## src/rtl/scope_pkg.sv

```systemverilog
// ============================================================================
// Module      : scope_pkg
// Description : Shared types and defaults for the scope capture buffer.
// Revision    : 1.0 - initial release
// ============================================================================
`default_nettype none

package scope_pkg;

    localparam int c_data_w_default = 8;
    localparam int c_depth_default  = 256;

    typedef logic [c_data_w_default-1:0] sample_t;

    typedef enum logic [1:0] {
        IDLE    = 2'd0,
        ARMED   = 2'd1,
        CAPTURE = 2'd2,
        DONE    = 2'd3
    } cap_state_t;

endpackage

`default_nettype wire

```

## src/rtl/scope_frame_ram.sv

```systemverilog
// ============================================================================
// Module      : scope_frame_ram
// Description : Simple dual-port frame RAM, one write port and one registered
//               read port, coded for block RAM inference.
// Revision    : 1.0 - initial release
// ============================================================================
`default_nettype none

module scope_frame_ram #(
    parameter int DATA_W = 8,
    parameter int ADDR_W = 8
) (
    input  logic              clk,
    input  logic              reset,
    input  logic              we,
    input  logic [ADDR_W-1:0] waddr,
    input  logic [DATA_W-1:0] wdata,
    input  logic [ADDR_W-1:0] raddr,
    output logic [DATA_W-1:0] rdata
);

    localparam int c_words = 2 ** ADDR_W;

    logic [DATA_W-1:0] r_mem [c_words];
    logic [DATA_W-1:0] r_rdata;

    always_ff @(posedge clk) begin
        if (we) begin
            r_mem[waddr] <= wdata;
        end
    end

    // Only the output register is reset; the array itself keeps stale data.
    always_ff @(posedge clk or negedge reset) begin
        if (!reset) begin
            r_rdata <= '0;
        end else begin
            r_rdata <= r_mem[raddr];
        end
    end

    assign rdata = r_rdata;

endmodule

`default_nettype wire

```

## src/rtl/scope_capture_buf.sv

```systemverilog
// ============================================================================
// Module      : scope_capture_buf
// Description : Rising-edge triggered single-frame capture buffer with a
//               random-access readout port and ready/ack handshake.
// Revision    : 1.0 - initial release
// ============================================================================
`default_nettype none

module scope_capture_buf
    import scope_pkg::*;
#(
    parameter int DATA_W = c_data_w_default,
    parameter int DEPTH  = c_depth_default,
    parameter int ADDR_W = $clog2(DEPTH)
) (
    input  logic              clk,
    input  logic              reset,
    input  logic [DATA_W-1:0] sample_in,
    input  logic              sample_valid,
    input  logic [DATA_W-1:0] trig_level,
    input  logic              arm,
    input  logic              auto_rearm,
    input  logic [ADDR_W-1:0] rd_addr,
    output logic [DATA_W-1:0] rd_data,
    output logic              frame_ready,
    input  logic              frame_ack,
    output logic              busy
);

    localparam logic [ADDR_W-1:0] c_last_addr = ADDR_W'(DEPTH - 1);

    cap_state_t        r_state;
    cap_state_t        w_state_nxt;
    logic [ADDR_W-1:0] r_wr_ptr;
    logic [ADDR_W-1:0] w_wr_ptr_nxt;
    logic [ADDR_W-1:0] w_waddr;
    logic [DATA_W-1:0] r_prev_sample;
    logic              r_prev_ok;
    logic              r_frame_ready;
    logic              r_busy;
    logic              w_trig;
    logic              w_we;

    always_ff @(posedge clk or negedge reset) begin
        if (!reset) begin
            r_state       <= IDLE;
            r_wr_ptr      <= '0;
            r_prev_sample <= '0;
            r_prev_ok     <= 1'b0;
            r_frame_ready <= 1'b0;
            r_busy        <= 1'b0;
        end else begin
            r_state       <= w_state_nxt;
            r_wr_ptr      <= w_wr_ptr_nxt;
            r_frame_ready <= (w_state_nxt == DONE);
            r_busy        <= (w_state_nxt == ARMED) || (w_state_nxt == CAPTURE);
            // Each entry into ARMED must see a fresh sample before it can fire.
            if ((r_state == ARMED) && sample_valid) begin
                r_prev_sample <= sample_in;
                r_prev_ok     <= 1'b1;
            end else if ((w_state_nxt == ARMED) && (r_state != ARMED)) begin
                r_prev_ok     <= 1'b0;
            end
        end
    end

    always_comb begin
        w_state_nxt  = r_state;
        w_wr_ptr_nxt = r_wr_ptr;
        w_waddr      = r_wr_ptr;
        w_we         = 1'b0;
        w_trig       = sample_valid && r_prev_ok &&
                       (r_prev_sample < trig_level) && (sample_in >= trig_level);
        case (r_state)
            IDLE: begin
                if (arm) begin
                    w_state_nxt = ARMED;
                end
            end
            ARMED: begin
                if (w_trig) begin
                    w_we         = 1'b1;
                    w_waddr      = '0;
                    w_wr_ptr_nxt = ADDR_W'(1);
                    w_state_nxt  = CAPTURE;
                end
            end
            CAPTURE: begin
                if (sample_valid) begin
                    w_we         = 1'b1;
                    w_wr_ptr_nxt = r_wr_ptr + ADDR_W'(1);
                    if (r_wr_ptr == c_last_addr) begin
                        w_state_nxt = DONE;
                    end
                end
            end
            DONE: begin
                if (frame_ack) begin
                    w_state_nxt = auto_rearm ? ARMED : IDLE;
                end
            end
            default: begin
                w_state_nxt = IDLE;
            end
        endcase
    end

    scope_frame_ram #(
        .DATA_W (DATA_W),
        .ADDR_W (ADDR_W)
    ) u_frame_ram (
        .clk   (clk),
        .reset (reset),
        .we    (w_we),
        .waddr (w_waddr),
        .wdata (sample_in),
        .raddr (rd_addr),
        .rdata (rd_data)
    );

    assign frame_ready = r_frame_ready;
    assign busy        = r_busy;

endmodule

`default_nettype wire

```

## config.mk

```make
export PLATFORM = sky130hd
export DESIGN_NAME = scope_capture_buf
export DESIGN_NICKNAME = d
export VERILOG_FILES = /design/src/rtl/scope_pkg.sv /design/src/rtl/scope_frame_ram.sv /design/src/rtl/scope_capture_buf.sv
export SDC_FILE = /design/constraint.sdc
export NUM_CORES = 2
export LEC_CHECK = 0
export ABC_AREA = 1
export BUFFER_PORTS_ARGS = -buffer_cell sky130_fd_sc_hd__buf_4
export CAP_MARGIN = 20
export CORE_UTILIZATION = 60
export CTS_BUF_LIST = sky130_fd_sc_hd__clkbuf_4 sky130_fd_sc_hd__clkbuf_8
export CTS_CLUSTER_SIZE = 10
export DETAILED_ROUTE_END_ITERATION = 6
export PLACE_DENSITY = 0.74
export SKIP_LAST_GASP = 1
export SYNTH_ARGS = -nofsm -noshare
export SYNTH_HDL_FRONTEND = slang
export SYNTH_SLANG_ARGS = --single-unit
```

## constraint.sdc

```tcl
create_clock -name clk -period 3.15 [get_ports clk]
set_input_delay 0.63 -clock clk [delete_from_list [all_inputs] [get_ports clk]]
set_output_delay 0.63 -clock clk [all_outputs]
set_load 0.1 [all_outputs]
```

### Word level (Yosys, flattened, before mapping)

Memory sizes are Yosys's and may differ from the RTL's. A register that Yosys moved wholly into a read port is not among the register bits.
Cells that the tools add are included.

* input port bits: 30
* bits in writable memories: 2048
* logic and storage cells: 50
* output and inout bits: 10
* memories kept: 1
* flip-flop bits (word level): 21

* mux-type cells: 19
* reductions and logical operators: 11
* add/subtract/negate cells: 1
* equal/unequal tests: 10
* $lt $le $gt $ge: 2

Memory list
* u_frame_ram.r_mem: depth 256, bits a word 8, rd ports 1, clocked after Yosys merged registers in 1, wr ports 1, line scope_frame_ram.sv:24 `logic [DATA_W-1:0] r_mem [c_words];`

Operators with widths (number)
* two-way mux 8 bit: 4
* one-hot mux 8 bit (2 select lines): 1
* two-way mux 2 bit: 5
* adder 8 x 1 -> 8 bit (second input constant): 1
* equality test 2 bit (second input constant): 4
* equality test 8 bit (second input constant): 1
* >= comparator 8 bit: 1
* < comparator 8 bit: 1
* one-hot mux 2 bit (4 select lines): 1
* two-way mux 1 bit: 7
* logical AND 1 bit: 5
* equality test 2 x 1 -> 1 bit (second input constant): 2
* != test 2 bit (second input constant): 2
* nonzero test 2 bit: 2
* AND reduction 3 bit: 1
* zero test 2 bit: 1
* != test 2 x 1 -> 1 bit (second input constant): 1
* one-hot mux 1 bit (2 select lines): 1
* zero test 1 bit: 1
* logical OR 1 bit: 1

### Depth between registers and ports, before layout

* depth after elaboration: 9
* mapped depth: 15
* gate-level depth less buffers: 14

### Modules after synthesis

From an unflattened synthesis, not the netlist that was laid out.

* cells, all modules: 7223
* area total of the unflattened synthesis: 84945.2 um^2

Modules (own cells, without submodules)
* scope_frame_ram: seq. area each 61699.2 um^2, area an instance 83313.7 um^2, cells each 7002, times used 1
* scope_capture_buf: seq. area each 525.5 um^2, area an instance 1631.6 um^2, cells each 221, times used 1

### Worst setup path after synthesis

Ideal clock, no wire load.

* path kind: in2reg
* start: in trig_level[5]
* end: mem u_frame_ram.r_mem[240][0] (enable)
* data required time: 2.780 ns
* arrival: 2.581 ns
* cell stages on the path: 13
* slack: 0.199 ns
* library setup time: 0.370 ns
* buffers on the path: 2
* path through: inv_1 -> ha_1 -> a21oi_1 -> nor2_1 -> nor3_2 -> nand3_1 -> nand3_2 -> buf_6 -> nand2_2 -> nor2_2 -> nand2_1 -> buf_2 -> nor2_1

* longest elaborated chain between the ends: 7
* elaborated cells between the ends (all ways): 10
* those cells by class: order compare (2); mux (6); reduce/logical (2)

RTL lines
* start, declared: line scope_capture_buf.sv:20 `input logic [DATA_W-1:0] trig_level,`
* < comparator 8 bit: line scope_capture_buf.sv:73 `(r_prev_sample < trig_level) && (sample_in >= trig_level);`
* logical AND 1 bit: line scope_capture_buf.sv:72 `w_trig = sample_valid && r_prev_ok &&`
* logical AND 1 bit (*): line scope_capture_buf.sv:73
* two-way mux 1 bit: line scope_capture_buf.sv:81 `if (w_trig) begin`
* one-hot mux 1 bit (2 select lines): line scope_capture_buf.sv:74 `case (r_state)`
* two-way mux 1 bit: line scope_frame_ram.sv:28 `if (we) begin`
* two-way mux 1 bit (implied by the code): line scope_frame_ram.sv:29 `r_mem[waddr] <= wdata;`
* end, declared: line scope_frame_ram.sv:24

Mark *: on every way between the ends. The rest lies on a longest branch, timed or not.

### Final worst setup path

* start: in sample_in[1]
* end: mem u_frame_ram.r_mem[137][7] (enable)

* longest elaborated chain between the ends: 6
* elaborated cells between the ends (all ways): 8
* those cells by class: order compare (1); mux (6); reduce/logical (1)

RTL lines
* start, declared: line scope_capture_buf.sv:18 `input logic [DATA_W-1:0] sample_in,`
* >= comparator 8 bit (*): line scope_capture_buf.sv:73
* logical AND 1 bit (*): line scope_capture_buf.sv:73
* two-way mux 1 bit: line scope_capture_buf.sv:81
* one-hot mux 1 bit (2 select lines): line scope_capture_buf.sv:74
* two-way mux 1 bit: line scope_frame_ram.sv:28
* two-way mux 1 bit (implied by the code): line scope_frame_ram.sv:29

Marked as above.

==> flow_summary.toml <==
[worst_setup_path]
path_common_cell = "buf_4"
start_kind = "input pin"
crit_family = "buffers and inverters"
r2r-end = "u_frame_ram.r_mem[53][1]"
cp.buffers_inverters = 6
reg2reg_slack_ns = 0.09
cp.arrival_ns = 3.87
r2r_cells = 11
max_stage_delay_ns = 0.57
cp_max_fo = 8
rr_startpoint = "r_prev_sample[7]"
required_ns = 3.91
critPathSlowestCell = "dlygate4sd3_1"
path_cells = "dlygate4sd3_1 -> buf_8 -> ha_1 -> a21oi_1 -> o21ai_0 -> nand2_1 -> nand3_1 -> nand3_4 -> buf_4 -> nand2_1 -> nor2_2 -> nand3_1 -> buf_6 -> buf_4 -> nor2_1 -> buf_4"
end_kind = "flip-flop"
critPathKind = "input pin to flip-flop"

[finish]
area_growth_syn_to_layout_pct = 14.2
drive_gt1_share_pct = 14.6
nNetsFinal = 7575
fillers = 9621

[pwr]
power.density_nw_per_um2 = 596
swShare_pct = 24.0
p_leak_nw = 34.6
ir_drop_uv = 684
internal_power_mw = 43.7
power_mw = 57.5
sequentialPowerShare_pct = 53.2
p_comb_share_pct = 8.4
clock_power_share_pct = 38.4
power_switching_mw = 13.8

[synth]
syn-num-nets = 7224
synth.cell_area_um2 = 84600
synth_seq_area_share_pct = 73.6
yosysWarningCount = 0
syn_area_per_cell_um2 = 11.8
yosysUniqueCellTypes = 32
synth_seq_cells = 2077
syn-instance-count = 7172

[floorplan]
die_area_um2 = 142000
pin_count = 40
core_um2 = 140000
die_y_um = 377
die_w_um = 377
rows = 137
initial_core_util_pct = 60.5

[global_routing]
gr-total-overflow = 0
grt_pass1_wl_um = 341000
grt_pass1_vias = 56400
met3_usage_pct = 8.79
grt_max_degree = 154
grt_util_met2_pct = 49.9
use_met1_pct = 44.9
grt_use_total_pct = 32.7
top_usage_layer = "met2"
antenna_found_initial = 4

[sta]
rsz0062_at_grt = "yes"
fmax_mhz = 322
setup_viol = 0
final.setup.tns_ns = 0
tightest_slew_ns = 1.08
max_slew_margin_pct = 27.7
fin_skew_ns = 0.0785
finalHoldViolCount = 0
slew_violations = 0
finalCritPeriodShare_pct = 98.5
fin_crit_ns = 3.10

[drt]
drt_iter0_markers = 8666
first_pass_iters = 6
num_vias = 59000
drtAntennaViolNets = 0
vias_per_cell = 6.13
drt-total-wl_um = 233000
wire_per_inst_um = 24.2
drc = 0

[clock_network]
htreeDepth = 5
clock_sinks = 2077
path_clk_slew_ns = 0.05
cts_buffer_depth = 4
cts_made_buffers = 339
clk_latency_ns = 1.06
cts-root-buf = "clkbuf_8"
cts_tree = "yes"

[placed_design]
hpwl_um = 143000
portBuffers = 39
routabilityCongestion = 0.971

[status]
status = "finished, final reports clean"

[worst_hold_path]
whs_path_depth = 6
min_to = "r_state[1]"
hold_path_class = "input pin to flip-flop"
min_from = "frame_ack"

[run]
timing.max_cap.violations = 0
-- placed cells by master (no fill, tap or decap), drive strengths merged, types with 2 or more instances in the layout --
cell type	netlist	final
nand2	2182	2182
edfxtp	2048	2048
nand3	2044	2044
buf	253	491
clkbuf	235	448
nor2	278	278
clkinv	0	105
inv	37	40
dfrtp	29	29
ha	22	22
o21ai	18	18
a21oi	10	10
clkinvlp	0	8
dlygate4sd3	0	7
bufinv	0	6
diode	0	5
or2	4	4
a31oi	3	3
xor2	2	2
nor3	2	2
-- worst max-delay path by stage --
stage	from	to	slack [ns]	depth (start not counted)
final	sample_in[1]	u_frame_ram.r_mem[137][7]	0.05	16
after floorplan	trig_level[5]	u_frame_ram.r_mem[240][0]	0.20	13
after detailed placement	trig_level[7]	u_frame_ram.r_mem[40][1]	-0.59	12
after global placement	sample_in[7]	u_frame_ram.r_mem[33][2]	-0.53	13
after CTS	r_prev_sample[7]	u_frame_ram.r_mem[252][5]	0.0002	11
after global routing	r_prev_sample[7]	u_frame_ram.r_mem[59][3]	-0.06	11
-- synthesized netlist by cell type (all sizes together) --
library cell,n,area [µm²]
nor2,278,1080
nand4,1,6.26
dfrtp,29,726
nand2,2182,8210
a31oi,3,18.8
o2111ai,1,8.76
buf,253,1200
xor2,2,17.5
nor3,2,15.0
ha,22,275
or2,4,25.0
a21boi,1,11.3
o21ai,18,105
clkbuf,235,882
o21bai,1,7.51
a21oi,10,53.8
inv,37,139
a211oi,1,7.51
edfxtp,2048,61500
nand3,2044,10300
-- registers in the layout (all words and copies together), names as in the netlist --
signal and count:
r_wr_ptr 8, u_frame_ram.rdata 8, frame_ready 1, r_prev_ok 1, busy 1, r_prev_sample 8
u_frame_ram.r_mem 2048, r_state 2
-- layer usage --
metal  share of wire (%)  wire length (µm)
met1                  38             87600
met4                 3.8              8880
met5              0.0056                13
met2                  46            106000
met3                  13             30000
-- cell families (layout without fill, tap and decap cells) --
family | count (synthesis) | in the layout | synth area share, %
flops | 2077 | 2077 | 73.6
xor+xnor | 2 | 2 | 0.0207
compound gates | 35 | 35 | 0.251
simple gates | 4511 | 4511 | 23.2
fa+ha+maj | 22 | 22 | 0.325
buf+inv | 525 | 1105 | 2.63
other cells | 0 | 5 | 0
-- cell type report --
class | instances | area (µm²) | share of cell area (%)
Clock inverter | 122 | 713 | 0.739
Clock buffer | 448 | 5550 | 5.75
Sequential cell | 2077 | 62200 | 64.4
Antenna cell | 5 | 12.5 | 0.0130
Timing Repair Buffer | 498 | 5080 | 5.26
Inverter | 37 | 164 | 0.170
Multi-Input combinational cell | 4570 | 20500 | 21.2
Tap cell | 1876 | 2350 | 2.43
-- through the flow --
step / instance area, µm² / cells / utilization [%] / hold WS, ns / setup WS [ns]
floorplan: 84600 / 7172 / - / 0.334 / 0.199
global placement: 89800 / 9048 / 64.3 / 0.477 / -0.530
detailed placement: 89800 / 9048 / 64.3 / 0.478 / -0.594
CTS: 96300 / 9627 / 68.9 / 0.0762 / 0.000156
global route: 96600 / 9632 / 69.1 / 0.159 / -0.0642
finish: 96600 / 9633 / 69.1 / 0.140 / 0.0459
-- power by group through the flow --
stage	Combinational [mW]	Clock (mW)	Sequential (mW)
2_1_floorplan	2.33	0	31.3
3_3_place_gp	4.59	0	31.2
3_5_place_dp	4.63	0	31.2
4_1_cts	4.68	22.2	30.6
5_1_grt	5.12	23.4	30.6
6_report	4.82	22.1	30.6
-- tightest hold or removal path, stage by stage --
cell and delay [ns]:
buf_4 0.10, inv_1 0.08, a31oi_1 0.09, o2111ai_1 0.09, nand2_1 0.08, inv_1 0.08
-- what timing repair did --
action / in CTS / in global routing
endpoints found under the hold margin: 39 / 0
pin swaps: 1 / 2
buffers inserted: 2 / 2
gates resized for setup: 39 / 80
endpoints found under the setup margin: 990 / 1406
hold buffers: 7 / 0
(Power assumes the default switching activity.)
